$ cat src/rtl/hazard_fwd_unit.sv
// hazard_fwd_unit: load-use stall detection, EX operand forwarding and WB write tracking
module hazard_fwd_unit #(
    parameter int CNT_W = 16
) (
    input  logic             clk,
    input  logic             rst_n,
    input  logic             id_valid,
    input  logic [4:0]       id_rs,
    input  logic [4:0]       id_rt,
    input  logic             id_uses_rs,
    input  logic             id_uses_rt,
    input  logic [4:0]       id_wreg,
    input  logic             id_regwrite,
    input  logic             id_memread,
    output logic             stall,
    output logic [1:0]       fwd_a,
    output logic [1:0]       fwd_b,
    output logic [4:0]       wb_wreg,
    output logic             wb_we,
    output logic [CNT_W-1:0] stall_cnt
);
    typedef struct packed {
        logic       valid;
        logic [4:0] rs;
        logic [4:0] rt;
        logic       uses_rs;
        logic       uses_rt;
        logic [4:0] wreg;
        logic       regwrite;
        logic       memread;
    } rec_t;

    rec_t ex, mem, wb, id_rec;

    // A stage produces a usable value for register r; $0 never counts
    function automatic logic hit(input rec_t s, input logic [4:0] r);
        return s.valid & s.regwrite & (s.wreg != 5'd0) & (s.wreg == r);
    endfunction

    // Hazard detection, forwarding select and WB write port, all from current state
    always_comb begin
        id_rec = '{valid: id_valid, rs: id_rs, rt: id_rt, uses_rs: id_uses_rs,
                   uses_rt: id_uses_rt, wreg: id_wreg, regwrite: id_regwrite,
                   memread: id_memread};
        stall  = id_valid & ex.memread &
                 ((id_uses_rs & hit(ex, id_rs)) | (id_uses_rt & hit(ex, id_rt)));
        fwd_a  = (ex.valid & ex.uses_rs & hit(mem, ex.rs)) ? 2'b10 :
                 (ex.valid & ex.uses_rs & hit(wb, ex.rs))  ? 2'b01 : 2'b00;
        fwd_b  = (ex.valid & ex.uses_rt & hit(mem, ex.rt)) ? 2'b10 :
                 (ex.valid & ex.uses_rt & hit(wb, ex.rt))  ? 2'b01 : 2'b00;
        wb_we   = wb.valid & wb.regwrite & (wb.wreg != 5'd0);
        wb_wreg = wb.wreg;
    end

    // Pipeline advance with bubble insertion on stall, plus saturating stall counter
    always_ff @(posedge clk) begin
        if (!rst_n) begin
            ex        <= '0;
            mem       <= '0;
            wb        <= '0;
            stall_cnt <= '0;
        end else begin
            wb  <= mem;
            mem <= ex;
            ex  <= stall ? '0 : id_rec;
            if (stall && stall_cnt != '1)
                stall_cnt <= stall_cnt + 1'b1;
        end
    end
endmodule

$ cat config.mk
export PLATFORM = sky130hd
export DESIGN_NAME = hazard_fwd_unit
export DESIGN_NICKNAME = d
export VERILOG_FILES = /design/src/rtl/hazard_fwd_unit.sv
export SDC_FILE = /design/constraint.sdc
export NUM_CORES = 1
export LEC_CHECK = 0
export BUFFER_PORTS_ARGS = -buffer_cell sky130_fd_sc_hd__buf_2
export CAP_MARGIN = 10
export CORE_MARGIN = 3
export CORE_UTILIZATION = 34
export CTS_BUF_LIST = sky130_fd_sc_hd__clkbuf_16
export CTS_CLUSTER_SIZE = 28
export DETAILED_ROUTE_END_ITERATION = 6
export MAX_ROUTING_LAYER = met4
export PLACE_DENSITY = 0.61
export SLEW_MARGIN = 40
export SYNTH_ARGS = -nofsm -noshare
export SYNTH_HDL_FRONTEND = slang
export SYNTH_SLANG_ARGS = --single-unit
$ cat constraint.sdc
create_clock -name clk -period 1.92 [get_ports clk]
set_clock_uncertainty 0.15 [all_clocks]
set_input_delay 0.288 -clock clk [delete_from_list [all_inputs] [get_ports clk]]
set_output_delay 0.288 -clock clk [all_outputs]
set_load 0.05 [all_outputs]
---- Yosys cells after proc, flatten, opt, wreduce, memory -nomap -nowiden ----
Cells that the tools add are included.
storage, ports and cells
  output and inout port bits .............. 27
  input bits .............................. 22
  register bits ........................... 50
operators by class
  bitwise operators ....................... 24
  eq/ne operators ......................... 7
  add/sub/neg operators ................... 1
  reductions and logical operators ........ 5
  multiplexer cells ....................... 4
operators by type and width
  operator                                        count
  equality test 5 bit                             6
  AND 1 bit                                       22
  adder 16 x 1 -> 16 bit (second input constant)  1
  != test 16 bit (second input constant)          1
  nonzero test 5 bit                              3
  two-way mux 2 bit                               2
  two-way mux 1 bit                               2
  OR reduction 2 bit                              1
  logical AND 1 bit                               1
  NOT 1 bit                                       1
  bitwise OR 1 bit                                1

---- Depth between registers and ports, before layout ----
Gate-level depths: netlist of the first run.
  depth in word-level cells ............... 7
  mapped depth ............................ 7

---- Worst setup path before layout of the first run ----
Ideal clock, no wire load.
  path kind ............................... register -> output
  from .................................... reg mem[4] in the netlist's numbering
  to ...................................... out fwd_a[0]
  data required time ...................... 1482 ps
  stages on the path, launching flop included .. 5
  path buffers ............................ 0
  arrival ................................. 2890 ps
  path slack .............................. -1408 ps
  path through ............................ dfxtp_1 or4_1 o211ai_1 nor4_1 nor2_1
on the way
  word-level cells in the longest chain between the ends .. 5
  elaborated cells on any way between the ends .. 6
ends and longest elaborated chain
  what                    line  text
  from (decl)             33    rec_t ex, mem, wb, id_rec;
  from (signal assigned)  59    mem <= '0;
  from (signal assigned)  64    mem <= ex;
  nonzero test 5 bit      37    return s.valid & s.regwrite & (s.wreg != 5'd0) & (s.wreg == r);
  AND 1 bit               37
  AND 1 bit *             37
  AND 1 bit *             47    fwd_a = (ex.valid & ex.uses_rs & hit(mem, ex.rs)) ? 2'b10 :
  two-way mux 2 bit *     47
  to (decl)               16    output logic [1:0] fwd_a,
Every way passes the cells marked *; elsewhere a longest branch is shown, timed or not.

---- Worst setup path in the final report of the first run ----
  from .................................... reg wb (netlist bit wb_wreg[4])
  to ...................................... out fwd_a[0]
on the way
  word-level cells in the longest chain between the ends .. 6
  elaborated cells on any way between the ends .. 7
ends and longest elaborated chain
  what                    line  text
  from (decl)             33
  from (signal assigned)  63    wb <= mem;
  nonzero test 5 bit      37
  AND 1 bit               37
  AND 1 bit *             37
  AND 1 bit *             48    (ex.valid & ex.uses_rs & hit(wb, ex.rs)) ? 2'b01 : 2'b00;
  two-way mux 1 bit *     48
  two-way mux 2 bit *     47
Marks and branches as above.

==> results of run 1 <==
## layer usage
layer / global-route usage (%) / share of wire (%)
met5: - / 0
met4: 5.86 / 1.7
met3: 3.50 / 3.6
met1: 22.3 / 44
met2: 27.6 / 50
## area by class of cell
cell class / instances / area, sq um / area share [%]
timing repair buffer: 93 / 724 / 19.8
inverter: 2 / 7.51 / 0.205
multi-input combinational: 173 / 1620 / 44.4
tap: 75 / 93.8 / 2.57
clock buffer: 6 / 150 / 4.11
clock inverter: 2 / 12.5 / 0.342
sequential: 50 / 1040 / 28.6
## cells by family (layout without fill, tap and decap cells)
group	after synthesis	in the layout	synth area share (%)
AO/OA/AOI/OAI	29	32	8.62
XOR/XNOR	30	30	11.8
adder cells (fa/ha/maj)	1	1	0.560
buffers and inverters	17	103	3.81
flip-flops	50	50	44.8
multiplexers	5	5	2.24
AND/OR/NAND/NOR	105	105	28.3
## worst max-delay path: stages, from the launching register on
cell and delay, ns:
dfxtp_2 0.35, or4_4 0.53, o211ai_1 0.26, or4_4 0.19, nor2_4 0.03, buf_6 0.15
## registers in the layout, indices dropped and copies added (netlist names)
name,count
ex,20
stall_cnt,16
mem,7
wb_wreg,5
wb,2
## cell usage in the layout, fill, tap and decap left out, types with 2 or more instances in the layout
| cell | netlist | layout |
|---|---|---|
| a21oi_1 | 10 | 4 |
| a21oi_2 | 0 | 6 |
| and2_1 | 35 | 20 |
| and2_4 | 0 | 15 |
| and3_1 | 2 | 2 |
| and4_1 | 4 | 3 |
| buf_12 | 0 | 3 |
| buf_2 | 2 | 42 |
| buf_4 | 5 | 32 |
| buf_6 | 0 | 13 |
| clkbuf_16 | 0 | 7 |
| clkinv_1 | 1 | 2 |
| dfxtp_1 | 50 | 27 |
| dfxtp_2 | 0 | 17 |
| dfxtp_4 | 0 | 6 |
| mux2i_1 | 5 | 5 |
| nand2_1 | 13 | 13 |
| nand2b_1 | 7 | 7 |
| nand3_1 | 7 | 6 |
| nand4_1 | 10 | 10 |
| nor2_4 | 0 | 3 |
| nor4_4 | 0 | 4 |
| o211ai_1 | 2 | 2 |
| o21a_4 | 0 | 4 |
| o21ai_0 | 3 | 3 |
| o311ai_4 | 0 | 2 |
| o31ai_4 | 0 | 6 |
| o41ai_2 | 0 | 2 |
| or4_1 | 10 | 2 |
| or4_4 | 0 | 8 |
| xnor2_1 | 18 | 14 |
| xnor2_2 | 0 | 4 |
| xor2_1 | 12 | 11 |
## power groups by stage
| stage | logic, uW | clock network, uW | registers (uW) |
|---|---|---|---|
| after floorplan | 115 | 0 | 1110 |
| after global placement | 191 | 0 | 1120 |
| after detailed placement | 194 | 0 | 1120 |
| after CTS | 251 | 967 | 1090 |
| after global routing | 298 | 1020 | 1100 |
| final | 277 | 959 | 1090 |
## worst paths after layout
check                           cells after the start                         to  slack, ns                  start
worst max-delay path                                5                   fwd_a[0]      -0.32  wb_wreg[4]$_SDFF_PN0_
worst min-delay path                                2           ex[2]$_SDFF_PP0_       0.05             id_wreg[0]
worst max register to register                      8  stall_cnt[8]$_SDFFE_PN0P_      -0.24       ex[2]$_SDFF_PP0_
worst min register to register                      1          wb[19]$_SDFF_PN0_       0.32     mem[19]$_SDFF_PN0_
## through the flow
stage	hold slack, ns	power [uW]	setup slack, ns	TNS (ns)	instances
global route	0.0413	2410	-0.418	-9.36	401
CTS	0.0447	2310	-0.349	-7.01	401
floorplan	0.260	1230	-0.213	-0.425	237
detailed placement	0.290	1310	-0.256	-8.06	380
global placement	0.291	1310	-0.223	-6.65	380
finish	0.0470	2330	-0.321	-6.22	401
## repair_timing
action / CTS / global route
gates resized for setup: 64 / 62
pin swaps: 49 / 26
setup buffers: 6 / 2
setup endpoints to repair: 42 / 42
endpoints found under the hold margin: 0 / 0
cloned: 7 / 0
==> metrics, run 1 <==
Commonest cells post-synth dfxtp_1, and2_1, xnor2_1; Cells after Synth 237; io pins 49; Rows 28; first-pass GRT wire length 9920 microns; total number of vias 2,039; CP Class flip-flop to output pin; CP Max Fanout 4; Final Core Density 59.6%; CTS buffer count 5; LEAKAGE 0.00153 uW; crit path time final 2.24 ns; status complete, but fails checks; global-route congestion overflow total 0; ranking of synthesized cells by area dfxtp_1, and2_1, xnor2_1, xor2_1, or4_1; number of distinct library cells after synthesis 35; crit start category flip-flop; failing checks negative setup slack; Total GRT Usage 17.4%; share of post-route cells with drive strength above 1 58.6%; die width 87.1 microns; initial antenna violation count 0; register area share after synthesis 44.8%; post-detail-place hpwl 3920 microns; Clock Latency Late Sink 0.29 ns; port bufs 48; clock slew at reported path FFs 0.07 ns; Nets 348; Rel. slew slack 75.4%; Yosys Warn Count 0; #FFs+latches synth 50; Hold/Removal Path Class primary input to flip-flop; TritonCTS clock tree yes; Synth top area share 44.8%; vias in the first global route 1,939; synthesized cell area 2240 sq um; max-slew violation count 0; clk sinks 50; fillcell total 497; largest net degree at the start of global routing 23; area leader, netlist dfxtp_1; Final Hold Fails 0; max-cap violation count 0; Pwr Density 637 nW/um^2; Comb power frac 11.9%; Clk pwr share 41.2%; main flop type after synthesis dfxtp_1; clk root buf clkbuf_16; Avg Inst Size Synth 9.43 sq um; final number of setup-violating endpoints 41; final worst setup slack -0.321 ns; Post-CTS Hold Buffers 0; CP arrival 1.80 ns; EDFF count, synth 0; DRC 0; final instance area 3660 sq um; worst vdd ir 403 uV; wire length per cell 15.7 microns; first-pass detailed-route iteration total 4; count leader, synth dfxtp_1; H-tree level count 2; fin crit share 117%; CTS max path bufs 2; sw frac 23.6%; area grow syn2layout 63.5%; Core Area 6130 sq um; switching pwr 550 uW; WL final 6290 microns; Vias/cell 5.08; routability congestion estimate 0.882; CP endpoint kind output pin; post-route ant nets 0; diode count 0; fraction of registers with async set/reset 0%; internal power 1780 uW; Die H 87.1 microns; RSZ-0062 raised after global routing yes; Reg power frac 46.9%; syn_nets 260; FMAX 446 MHz; CP required 1.48 ns; DRT iter0 DRCs 95; Die Footprint 7590 sq um; slew at the pin with the worst max-slew slack 0.367 ns; Placed Area 2850 sq um; Initial Util 36.5%
(Power assumes the default switching activity.)
==> inputs of run 2 (changes only) <==
--- a/config.mk
+++ b/config.mk
@@ -14,6 +14,7 @@
 export DETAILED_ROUTE_END_ITERATION = 6
 export MAX_ROUTING_LAYER = met4
 export PLACE_DENSITY = 0.61
+export SETUP_SLACK_MARGIN = 0.05
 export SLEW_MARGIN = 40
 export SYNTH_ARGS = -nofsm -noshare
 export SYNTH_HDL_FRONTEND = slang
==> run 2 against run 1 <==
  * The run still ends with negative setup slack left
  * Design area increased by 0.68%
  * Global-route usage increased by 0.25 points
  * Utilization increased by 0.41 points
  * Die area unchanged
  * Worst setup slack got worse by 0.045 ns
  * Sequential share of layout area decreased by 0.13 points
  * Final cell count increased by 2.5%
  * Non-clock buffer count increased by 10
  * Worst hold slack improved by 0.0098 ns
  * Clock power decreased by 5.5%
  * Critical path depth unchanged
  * Largest cell class unchanged
==> metrics, run 2 (synthesis results as in run 1) <==
first-pass detailed-route iteration total 4 (unchanged); Total Power 2270 uW (was 2330 uW); slew at the pin with the worst max-slew slack 0.469 ns (was 0.367 ns); CP endpoint kind output pin (unchanged); total number of vias 2,102 (was 2,039); r2r endpoint stall_cnt[5]$_SDFFE_PN0P_ (was stall_cnt[8]$_SDFFE_PN0P_); Core Area 6130 sq um (unchanged); Vias/cell 5.11 (was 5.08); clk sinks 50 (unchanged); FMAX 437 MHz (was 446 MHz); H-tree level count 2 (unchanged); CTS max path bufs 2 (unchanged); path depth of the worst reg2reg path 8 (unchanged); Total GRT Usage 17.7% (was 17.4%); commonest non-fill, non-tap cell in the layout buf_4 (was buf_2); max-slew violation count 0 (unchanged); Pwr Density 618 nW/um^2 (was 637 nW/um^2); Place WS -0.273 ns (was -0.256 ns); area grow syn2layout 64.6% (was 63.5%); crit path time final 2.29 ns (was 2.24 ns); CP arrival 1.85 ns (was 1.80 ns); biggest regs ex x20, stall_cnt x16, mem x7 (unchanged); CTS buffer count 5 (unchanged); DRT iter0 DRCs 50 (was 95); Rows 28 (unchanged); RSZ-0062 raised after global routing yes (unchanged); max-cap violation count 0 (unchanged); DRC 0 (unchanged); Worst R2R Setup Slack -0.21 ns (was -0.24 ns); largest net degree at the start of global routing 21 (was 23); final number of setup-violating endpoints 35 (was 41); wire length per cell 15.7 microns (about the same); max reg flops 20 (unchanged); Die Footprint 7590 sq um (unchanged); crit start category flip-flop (unchanged); fin cells 411 (was 401); Initial Util 36.5% (unchanged); CP required 1.48 ns (about the same); vias in the first global route 2,122 (was 1,939); status complete, but fails checks (unchanged); dpl cells 382 (was 380); routability congestion estimate 0.820 (was 0.882); worst vdd ir 477 uV (was 403 uV); diode count 0 (unchanged); global-route congestion overflow total 0 (unchanged); Final Hold Fails 0 (unchanged); clk root buf clkbuf_16 (unchanged); FF-to-FF Start ex[2]$_SDFF_PP0_ (unchanged); Die H 87.1 microns (unchanged); fin crit share 119% (was 117%); failing checks negative setup slack (unchanged); LEAKAGE 0.00157 uW (was 0.00153 uW); post-route ant nets 0 (unchanged); final worst setup slack -0.366 ns (was -0.321 ns); post-detail-place hpwl 4090 microns (was 3920 microns); TritonCTS clock tree yes (unchanged); clock slew at reported path FFs 0.06 ns (was 0.07 ns); CP endpoint fwd_a[0] (unchanged); fillcell total 485 (was 497); Biggest register ex (unchanged); initial antenna violation count 0 (unchanged); Worst Setup SP wb_wreg[3]$_SDFF_PN0_ (was wb_wreg[4]$_SDFF_PN0_); Nets 358 (was 348); CP Max Fanout 3 (was 4); Clock Latency Late Sink 0.29 ns (about the same); CP Class flip-flop to output pin (unchanged); port bufs 48 (unchanged); WL final 6450 microns (was 6290 microns); share of post-route cells with drive strength above 1 58.3% (was 58.6%); io pins 49 (unchanged); TNS Setup -5.69 ns (was -6.22 ns); Post-CTS Hold Buffers 0 (unchanged); Hold/Removal Path Class primary input to flip-flop (unchanged); Hold Path Depth 2 (unchanged); Rel. slew slack 68.8% (was 75.4%); die width 87.1 microns (unchanged); first-pass GRT wire length 10,200 microns (was 9920 microns); commonest non-fill, non-tap cells in the layout buf_4, buf_2, dfxtp_1, and2_1, and2_4 (was buf_2, buf_4, dfxtp_1, and2_1, dfxtp_2)
-- run 2: worst min path at each step --
| stage | slack (ns) | from | end |
|---|---|---|---|
| floorplan | 0.26 | id_wreg[0] | ex[2]$_SDFF_PP0_ |
| global placement | 0.29 | mem[19]$_SDFF_PN0_ | wb[19]$_SDFF_PN0_ |
| detailed placement | 0.30 | mem[19]$_SDFF_PN0_ | wb[19]$_SDFF_PN0_ |
| CTS | 0.05 | id_wreg[4] | ex[6]$_SDFF_PP0_ |
| global route | 0.06 | id_wreg[4] | ex[6]$_SDFF_PP0_ |
| finish | 0.06 | id_wreg[1] | ex[3]$_SDFF_PP0_ |
-- run 2: power by group --
group / internal (uW) / switching (uW)
sequential: 1060 / 28.1
combinational: 154 / 125
clock: 552 / 354
total: 1770 / 507
-- run 2: metrics by stage --
step                      cell area [sq um]  util (%)  hold WS, ns
after CTS                              3490      57.0       0.0515
after global routing                   3680      60.0       0.0602
after global placement                 2880      47.0        0.291
final                                  3680      60.0       0.0568
after detailed placement               2880      47.0        0.298
after floorplan                        2340         -        0.260
-- run 2: timing repair --
action | CTS | global route
endpoints found under the setup margin | 42 | 40
pin swaps | 48 | 26
buffers inserted | 9 | 8
gates cloned | 6 | 0
gates resized for setup | 62 | 43
-- run 2: per-layer routing --
layer / vias up / share of wire, % / global-route usage [%] / wire [microns]
met1: 1011 / 43 / 20.8 / 2810
li1: 1038 / - / - / -
met4: 0 / 1.9 / 5.86 / 123
met5: - / 0 / - / 0
met2: 43 / 51 / 30.1 / 3290
met3: 10 / 3.6 / 3.60 / 234
-- run 2: worst max-delay path, cell delays in order (launching register included) --
cell	delay [ns]
dfxtp_4	0.34
or4_4	0.53
o211ai_1	0.30
or4_4	0.20
nor2_4	0.04
buf_8	0.15
-- run 2: cell type report --
cell class	count	area, sq um	area share, %
multi-input combinational	173	1580	42.9
sequential	50	1050	28.4
timing repair buffer	103	795	21.6
clock buffer	6	150	4.08
tap	75	93.8	2.55
clock inverter	2	7.51	0.204
inverter	2	7.51	0.204
